<file path="src/rtl/serializer_feed_if.sv">
// serializer_feed_if: word handshake into the serializer and the framed serial stream out of it.
// master = upstream/observer side, slave = serializer side.
interface serializer_feed_if #(
  parameter int WIDTH = 8
);
  logic [WIDTH-1:0] din;
  logic             load_valid;
  logic             load_ready;
  logic             sout;
  logic             sout_valid;
  logic             last;
  logic             busy;

  modport master (
    output din, load_valid,
    input  load_ready, sout, sout_valid, last, busy
  );

  modport slave (
    input  din, load_valid,
    output load_ready, sout, sout_valid, last, busy
  );
endinterface

</file>
<file path="src/rtl/serializer_feed.sv">
// serializer_feed: loads a WIDTH-bit word on a valid/ready handshake and presents it one bit per clk.
// Define SERIALIZER_PARITY_EN to append one parity cycle to every frame.
module serializer_feed #(
  parameter int WIDTH      = 8,
  parameter bit MSB_FIRST  = 1'b0,
  parameter bit IDLE_LVL   = 1'b0,
  parameter bit PARITY_ODD = 1'b0
) (
  input logic              clk,
  input logic              clear,
  serializer_feed_if.slave bus
);
  localparam int               CNT_W    = (WIDTH > 1) ? $clog2(WIDTH) : 1;
  localparam logic [CNT_W-1:0] CNT_LAST = CNT_W'(WIDTH - 1);

  typedef enum logic [1:0] {
    IDLE   = 2'd0,
    SHIFT  = 2'd1
`ifdef SERIALIZER_PARITY_EN
    , PARITY = 2'd2
`endif
  } state_e;

  state_e           state_q, state_d;
  logic [CNT_W-1:0] cnt_q, cnt_d;
  logic [WIDTH-1:0] shadow_q, shadow_d;
  logic             sout_q, sout_d;
  logic             sout_valid_q, sout_valid_d;
  logic             last_q, last_d;
  logic [CNT_W-1:0] bit_idx;
  logic             accept;

  // The final frame cycle also accepts, so consecutive words chain with no gap.
  assign bus.load_ready = (state_q == IDLE) || last_q;
  assign accept         = bus.load_valid && bus.load_ready;

  assign bus.sout       = sout_q;
  assign bus.sout_valid = sout_valid_q;
  assign bus.last       = last_q;
  assign bus.busy       = (state_q != IDLE);

  // NOTE: non-blocking assignments so every register samples the pre-edge values.
  always_ff @(posedge clk or negedge clear) begin
    if (!clear) begin
      state_q      <= IDLE;
      cnt_q        <= '0;
      shadow_q     <= '0;
      sout_q       <= IDLE_LVL;
      sout_valid_q <= 1'b0;
      last_q       <= 1'b0;
    end else begin
      state_q      <= state_d;
      cnt_q        <= cnt_d;
      shadow_q     <= shadow_d;
      sout_q       <= sout_d;
      sout_valid_q <= sout_valid_d;
      last_q       <= last_d;
    end
  end

  always_comb begin
    // NOTE: hold-value defaults first, so no path through this block infers a latch.
    state_d  = state_q;
    cnt_d    = cnt_q;
    shadow_d = shadow_q;
    unique case (state_q)
      IDLE: begin
        if (accept) begin
          state_d  = SHIFT;
          cnt_d    = '0;
          shadow_d = bus.din;
        end
      end
      SHIFT: begin
        if (cnt_q != CNT_LAST) begin
          cnt_d = cnt_q + 1'b1;
`ifdef SERIALIZER_PARITY_EN
        end else begin
          state_d = PARITY;
        end
      end
      PARITY: begin
        if (accept) begin
          state_d  = SHIFT;
          cnt_d    = '0;
          shadow_d = bus.din;
        end else begin
          state_d = IDLE;
          cnt_d   = '0;
        end
      end
`else
        end else if (accept) begin
          cnt_d    = '0;
          shadow_d = bus.din;
        end else begin
          state_d = IDLE;
          cnt_d   = '0;
        end
      end
`endif
      default: begin
        state_d = IDLE;
        cnt_d   = '0;
      end
    endcase
  end

  // Outputs are registered, so they are decoded from the state being entered.
  always_comb begin
    bit_idx      = MSB_FIRST ? (CNT_LAST - cnt_d) : cnt_d;
    sout_d       = IDLE_LVL;
    sout_valid_d = 1'b0;
    last_d       = 1'b0;
    unique case (state_d)
      SHIFT: begin
        sout_d       = shadow_d[bit_idx];
        sout_valid_d = 1'b1;
`ifndef SERIALIZER_PARITY_EN
        last_d       = (cnt_d == CNT_LAST);
`endif
      end
`ifdef SERIALIZER_PARITY_EN
      PARITY: begin
        sout_d       = (^shadow_d) ^ PARITY_ODD;
        sout_valid_d = 1'b1;
        last_d       = 1'b1;
      end
`endif
      default: begin
        sout_d = IDLE_LVL;
      end
    endcase
  end
endmodule

</file>
<file path="src/flat_wrapper.sv">
// flat-port wrapper written by rule: the top's interface ports become plain ports
module serializer_feed_flat 
#(
  parameter int WIDTH      = 8,
  parameter bit MSB_FIRST  = 1'b0,
  parameter bit IDLE_LVL   = 1'b0,
  parameter bit PARITY_ODD = 1'b0
)
  (clk, clear, bus_din, bus_load_valid, bus_load_ready, bus_sout, bus_sout_valid, bus_last, bus_busy);
  serializer_feed_if #(.WIDTH(WIDTH)) bus_i ();
  input logic clk;
  input logic clear;
  input wire logic [$bits(bus_i.din)-1:0] bus_din;
  input wire logic [$bits(bus_i.load_valid)-1:0] bus_load_valid;
  output wire logic [$bits(bus_i.load_ready)-1:0] bus_load_ready;
  output wire logic [$bits(bus_i.sout)-1:0] bus_sout;
  output wire logic [$bits(bus_i.sout_valid)-1:0] bus_sout_valid;
  output wire logic [$bits(bus_i.last)-1:0] bus_last;
  output wire logic [$bits(bus_i.busy)-1:0] bus_busy;
  assign bus_i.din = bus_din;
  assign bus_i.load_valid = bus_load_valid;
  assign bus_load_ready = bus_i.load_ready;
  assign bus_sout = bus_i.sout;
  assign bus_sout_valid = bus_i.sout_valid;
  assign bus_last = bus_i.last;
  assign bus_busy = bus_i.busy;
  serializer_feed #(.WIDTH(WIDTH), .MSB_FIRST(MSB_FIRST), .IDLE_LVL(IDLE_LVL), .PARITY_ODD(PARITY_ODD)) u_core (.clk(clk), .clear(clear), .bus(bus_i));
endmodule
</file>
<file path="config.mk">
export PLATFORM = sky130hd
export DESIGN_NAME = serializer_feed_flat
export DESIGN_NICKNAME = d
export VERILOG_FILES = /design/src/rtl/serializer_feed_if.sv /design/src/rtl/serializer_feed.sv /design/src/flat_wrapper.sv
export SDC_FILE = /design/constraint.sdc
export NUM_CORES = 1
export LEC_CHECK = 0
export BUFFER_PORTS_ARGS = -buffer_cell sky130_fd_sc_hd__clkbuf_2
export CORE_UTILIZATION = 30
export DETAILED_ROUTE_END_ITERATION = 10
export PLACE_DENSITY = 0.58
export SYNTH_ARGS = -nofsm -noshare
export SYNTH_HDL_FRONTEND = slang
export SYNTH_SLANG_ARGS = --single-unit
</file>
<file path="constraint.sdc">
create_clock -name clk -period 2.17 [get_ports clk]
set_input_delay 0.217 -clock clk [delete_from_list [all_inputs] [get_ports clk]]
set_output_delay 0.217 -clock clk [all_outputs]
set_load 0.1 [all_outputs]
</file>
==> metrics.csv, run 1 <==
metric,value,unit
status,finished clean,
wl_per_cell,12.0,µm
crit_family,compound AO/OA/AOI/OAI gates,
crit_required,2.35,ns
cts.sinks,16,
grt_usage,0.114,
cpMostUsedCell,ha_1,
top_layer_used,met4,
antenna_found_initial,0,
worstMarginPinSlew,0.538,ns
grt_pass1_wl,2200,µm
min_period,2.01,ns
yosysSeqAreaShare,0.514,
dieWidth,52.9,µm
die_y,52.9,µm
r2r-start,u_core.cnt_q[0],
syn-instance-count,64,
finalNetCount,97,
die_area,2800,µm²
syn_area,778,µm²
met2_wirelength,651,µm
hold_path_end,u_core.shadow_q[3],
cp.buffers_inverters,0,
fmax,498,MHz
synth_cell_type_count,27,
worstPathCellList,"ha_1, ha_1, nor2_1, a32oi_2, mux2_1, o21ai_0, nand4_1, o211a_1",
regArea,402,µm²
wl_met3,55,µm
clockRootBuffer,clkbuf_4,
core,2450,µm²
yosysWarnings,0,
post-route-util,0.381,
tns,0,ns
initial_utilization,0.317,
hold_class,primary input to register,
whs_path_depth,2,
power.net_switching,204,µW
drive_gt1_frac,0.422,
htreeDepth,1,
irDropWorstVdd,0.424,mV
pwr-share-seq,0.500,
synth.avg_cell_area,12.2,µm²
synth_nets,77,
dr_total_vias,536,
finClkSkew,0.00873,ns
cts_buffers,3,
worst_slew_margin_rel,0.643,
setup_viol,0,
place.gp.congestion,0.838,
grt_pass1_vias,499,
cp_slowest_stage_delay,0.40,ns
path_max_fanout,4,
p_leak,0.438,nW
rsz0062_at_grt,no,
power_density,752,nW/µm²
nFillCells,264,
grt_max_degree,17,
intPower,499,µW
synth_seq_cells,16,
clkLatencyLatePin,0.28,ns
dpl_cell_area,883,µm²
dp.cells,108,
drt-pass1-iter-count,2,
critical_path_class,register to register,
drtIter0Drc,2,
cp.arrival,2.19,ns
critPathLaunchType,register,
tritoncts,done,
rows,18,
maxSlewViolCount,0,
multi_input_area,352,µm²
pwr-share-clk,0.272,
end_kind,register,
finalWirelength,1360,µm
regToRegEndpoint,u_core.bus.sout,
finalHoldViolations,0,
antenna-diode-count,0,
dp_hpwl,1070,µm
cts_buffer_depth,2,
final_antenna_net_count,0,
worstHoldStart,bus_din[3],
p_comb_frac,0.228,
ios,16,
cap_violations,0,
io_buffer_count,15,
rrSetupSlack,0.16,ns
via_per_inst,4.74,
fin_area,935,µm²
overflow,0,
switching_share,0.290,
critPathSlowestCell,dfrtp_1,
clk_pin_slew,0.09,ns
totalPowerFinal,703,µW
drt-met1-wl,637,µm
route.detailed.drc,0,
area_delta_synth_final,20.1,%
fin_crit_sh,0.925,
r2r_cells,8,
stdcell_count,113,
sequential cells by signal (all words and copies together), names as in the netlist:
signal                 cells
u_core.shadow_q            8
u_core.cnt_q               3
u_core.state_q             2
u_core.bus.last            1
u_core.bus.sout            1
u_core.bus.sout_valid      1
cells in the final DEF (no fill, tap or decap), drive strengths merged:
cell,count
mux2i,3
dfrtp,16
or2b,1
conb,1
mux2,11
a2111oi,1
nand3,2
a32o,1
inv,4
a32oi,1
nand3b,1
buf,1
nand2b,2
ha,2
nand4,1
a21boi,1
o21ai,2
nor2b,1
nand2,1
a21oi,3
or2,1
nor3,1
dlygate4sd3,1
clkbuf,19
nor2,4
o211a,1
metal layers:
layer,global-route usage,up-vias
met1,0.146,258
met3,0.0201,2
met2,0.173,10
li1,-,266
met5,0,-
met4,0.0789,0
power groups by stage:
stage | combinational, mW | clock, mW | sequential (mW)
floorplan | 0.0996 | 0 | 0.378
global placement | 0.156 | 0 | 0.356
detailed placement | 0.159 | 0 | 0.358
CTS | 0.162 | 0.201 | 0.352
global route | 0.174 | 0.206 | 0.356
finish | 0.160 | 0.191 | 0.352
per-stage QoR:
stage | hold WS [ns] | setup slack (ns)
2_1_floorplan | -0.0786 | 0.255
3_3_place_gp | 0.161 | 0.185
3_5_place_dp | 0.164 | 0.142
4_1_cts | 0.156 | 0.120
5_1_grt | 0.167 | 0.0287
6_report | 0.169 | 0.162
cell usage after synthesis:
library cell / instances / area (µm²)
buf_6: 1 / 11.3
or2b_1: 1 / 7.51
a21boi_2: 1 / 11.3
nor2_1: 3 / 11.3
nand2_1: 1 / 3.75
nor2b_1: 1 / 6.26
nand2b_1: 2 / 12.5
o21ai_0: 2 / 10.0
nor3_1: 1 / 5.00
or2_2: 1 / 6.26
nand4_1: 1 / 6.26
nand3b_1: 1 / 7.51
a32o_1: 1 / 10.0
ha_1: 2 / 25.0
nor2_2: 1 / 6.26
a21oi_1: 3 / 15.0
mux2_2: 10 / 113
mux2i_1: 3 / 30.0
o211a_1: 1 / 10.0
a2111oi_0: 1 / 8.76
dfrtp_1: 16 / 400
a32oi_2: 1 / 16.3
buf_2: 1 / 5.00
mux2_1: 1 / 11.3
inv_1: 4 / 15.0
nand3_1: 2 / 10.0
conb_1: 1 / 3.75
worst max-delay path by stage:
stage | from | end | depth (start not counted)
floorplan | u_core.cnt_q[0] | u_core.bus.sout | 9
global placement | u_core.cnt_q[0] | u_core.bus.sout | 8
detailed placement | u_core.cnt_q[0] | u_core.bus.sout | 8
CTS | u_core.cnt_q[0] | u_core.bus.sout | 8
global route | u_core.cnt_q[0] | u_core.bus.sout | 8
finish | u_core.cnt_q[0] | u_core.bus.sout | 8
cell type report:
type / instances / share of cell area
repair buffers: 17 / 0.0991
clock buffers: 4 / 0.0388
well taps: 30 / 0.0402
inverters: 4 / 0.0161
flip-flops and latches: 16 / 0.430
multi-input cells: 42 / 0.376
kinds of logic (layout without fill, tap and decap cells):
family | Yosys count | count (layout) | share of synthesized area
AOI/OAI and AO/OA | 10 | 10 | 0.105
adders and majority gates | 2 | 2 | 0.0321
buffers and inverters | 6 | 25 | 0.0402
DFF | 16 | 16 | 0.514
muxes | 14 | 14 | 0.198
other | 1 | 1 | 0.00482
and+or+nand+nor | 15 | 15 | 0.106
what timing repair did:
action	CTS	global route
buffers inserted	0	0
endpoints found under the hold margin	16	0
gates resized for setup	0	1
endpoints found under the setup margin	0	1
hold buffers	1	0
Note: power is estimated with default switching activity, not from simulation.
==> run 2: changes to the inputs <==
==> constraint.sdc (replaced) <==
create_clock -name clk -period 1.9 [get_ports clk]
set_input_delay 0.19 -clock clk [delete_from_list [all_inputs] [get_ports clk]]
set_output_delay 0.19 -clock clk [all_outputs]
set_load 0.1 [all_outputs]
==> run 2 against run 1 <==
  * Worst setup slack got worse by 0.13 ns
  * Non-clock buffer count increased by 4
  * Via count increased by 3.2%
==> metrics.csv, run 2 (synthesis results as in run 1) <==
metric,value,unit,change
status,finished clean,,
cts.sinks,16,,unchanged
p_leak,0.471,nW,+7.6%
nFillCells,243,,-8.0%
finalWirelength,1440,µm,+6.5%
setup_viol,0,,unchanged
clockRootBuffer,clkbuf_4,,
die_area,2800,µm²,unchanged
regMostFlops,u_core.shadow_q,,
multi_input_area,410,µm²,+17%
initial_utilization,0.317,,unchanged
worst_slew_margin_rel,0.642,,about the same
largest_registers,"u_core.shadow_q (8), u_core.cnt_q (3), u_core.state_q (2)",,
cpMostUsedCell,mux2i_1,,
cts_buffer_depth,2,,unchanged
rows,18,,unchanged
area_delta_synth_final,30.9,%,
fin_crit_sh,0.982,,+0.0570
r2r_cells,8,,unchanged
cts_buffers,3,,unchanged
fmax,536,MHz,+7.6%
critPathSlowestCell,dfrtp_1,,
io_buffer_count,15,,unchanged
crit_required,2.08,ns,-0.27 ns
worstPathCellList,"ha_2, ha_4, a21boi_4, nor2_4, mux2_4, mux2i_1, mux2i_1, o211a_1",,
whs_path_depth,2,,unchanged
cp.arrival,2.05,ns,-0.14 ns
drtIter0Drc,5,,+3
antenna_found_initial,0,,unchanged
r2r-start,u_core.cnt_q[1],,
path_max_fanout,5,,+1
antenna-diode-count,0,,unchanged
dp_hpwl,1050,µm,-2.0%
irDropWorstVdd,0.503,mV,+19%
drt-pass1-iter-count,4,,+2
tritoncts,done,,
maxSlewViolCount,0,,unchanged
grt_usage,0.124,,+0.00930
finClkSkew,0.00777,ns,-0.000963 ns
layout_commonest_cell,dfrtp_1,,
regToRegEndpoint,u_core.bus.sout,,
overflow,0,,unchanged
cp_slowest_stage_delay,0.39,ns,about the same
rsz0062_at_grt,yes,,
finalNetCount,101,,+4.1%
critical_path_class,register to register,,
via_per_inst,4.73,,-0.36%
dieWidth,52.9,µm,unchanged
critPathLaunchType,register,,
clk_pin_slew,0.09,ns,about the same
final_antenna_net_count,0,,unchanged
largest_reg_flops,8,,unchanged
grt_pass1_vias,531,,+6.4%
ios,16,,unchanged
regArea,404,µm²,+0.62%
grt_max_degree,17,,unchanged
htreeDepth,1,,unchanged
clkLatencyLatePin,0.28,ns,about the same
hold_class,primary input to register,,
place.gp.congestion,0.818,,-2.3%
layout_common_cells,"dfrtp_1 (15), clkbuf_2 (14), mux2_2 (6), buf_4 (6), mux2_4 (5)",,
grt_pass1_wl,2400,µm,+9.1%
cap_violations,0,,unchanged
totalPowerFinal,800,µW,+14%
end_kind,register,,
wl_per_cell,12.3,µm,+2.8%
min_period,1.87,ns,-0.142 ns
drive_gt1_frac,0.494,,+0.0726
worstMarginPinSlew,0.539,ns,+0.000427 ns
route.detailed.drc,0,,unchanged
die_y,52.9,µm,unchanged
dr_total_vias,553,,+3.2%
power_density,785,nW/µm²,+4.4%
hold_path_end,u_core.shadow_q[3],,
worst_slack,0.0336,ns,-0.128 ns
post-place-ws,-0.0616,ns,-0.203 ns
rrSetupSlack,0.03,ns,-0.13 ns
core,2450,µm²,unchanged
worstHoldStart,bus_din[3],,
finalHoldViolations,0,,unchanged
run 2: how the worst max path moves through the flow:
stage                      end       startpoint  slack, ns  cells after the start
2_1_floorplan  u_core.bus.sout  u_core.cnt_q[0]     0.0006                      9
3_3_place_gp   u_core.bus.sout  u_core.cnt_q[0]     -0.009                      8
3_5_place_dp   u_core.bus.sout  u_core.cnt_q[0]      -0.06                      8
4_1_cts        u_core.bus.sout  u_core.cnt_q[0]       0.02                      8
5_1_grt        u_core.bus.sout  u_core.cnt_q[0]      -0.06                      8
6_report       u_core.bus.sout  u_core.cnt_q[1]       0.03                      8
run 2: final cells by class:
| type | count | share of cell area |
|---|---|---|
| sequential | 16 | 0.397 |
| clock buffer | 4 | 0.0258 |
| inverter | 4 | 0.0147 |
| tap | 30 | 0.0369 |
| multi-input combinational | 42 | 0.403 |
| timing repair buffer | 21 | 0.123 |
run 2: metal layers:
| metal | track usage | part of all wire | routed length, µm | vias up |
|---|---|---|---|---|
| met2 | 0.184 | 0.47 | 674 | 10 |
| met4 | 0.0789 | 0.0090 | 13 | 0 |
| li1 | - | - | - | 270 |
| met5 | 0 | 0 | 0 | - |
| met1 | 0.167 | 0.49 | 704 | 271 |
| met3 | 0.0172 | 0.035 | 51 | 2 |
run 2: per-stage QoR:
step | TNS, ns | cell area [µm²] | std cells | hold slack [ns] | util
floorplan | 0 | 782 | 64 | -0.106 | -
global placement | -0.00854 | 903 | 110 | 0.137 | 0.368
detailed placement | -0.0616 | 903 | 110 | 0.133 | 0.368
CTS | 0 | 978 | 117 | 0.125 | 0.399
global route | -0.0637 | 1020 | 117 | 0.130 | 0.415
finish | 0 | 1020 | 117 | 0.134 | 0.415
run 2: where the power goes:
part,internal (mW),switching (mW)
Clock,0.0814,0.0988
Sequential,0.382,0.0185
Combinational,0.0978,0.121
Total,0.561,0.238
run 2: timing repair:
item                                   in CTS  in global routing
buffers inserted                            2                  0
endpoints found under the hold margin      16                  0
gates resized for setup                     5                  9
setup endpoints to repair                   1                  1
pin swaps                                   3                  6
hold buffers                                1                  0
run 2: critical path: cells and delay by family (launching register included):
family | cells | cell delay, ns
simple gates | 1 | 0.08
flops | 1 | 0.39
fa+ha+maj | 2 | 0.38
mux | 3 | 0.56
compound gates | 2 | 0.36
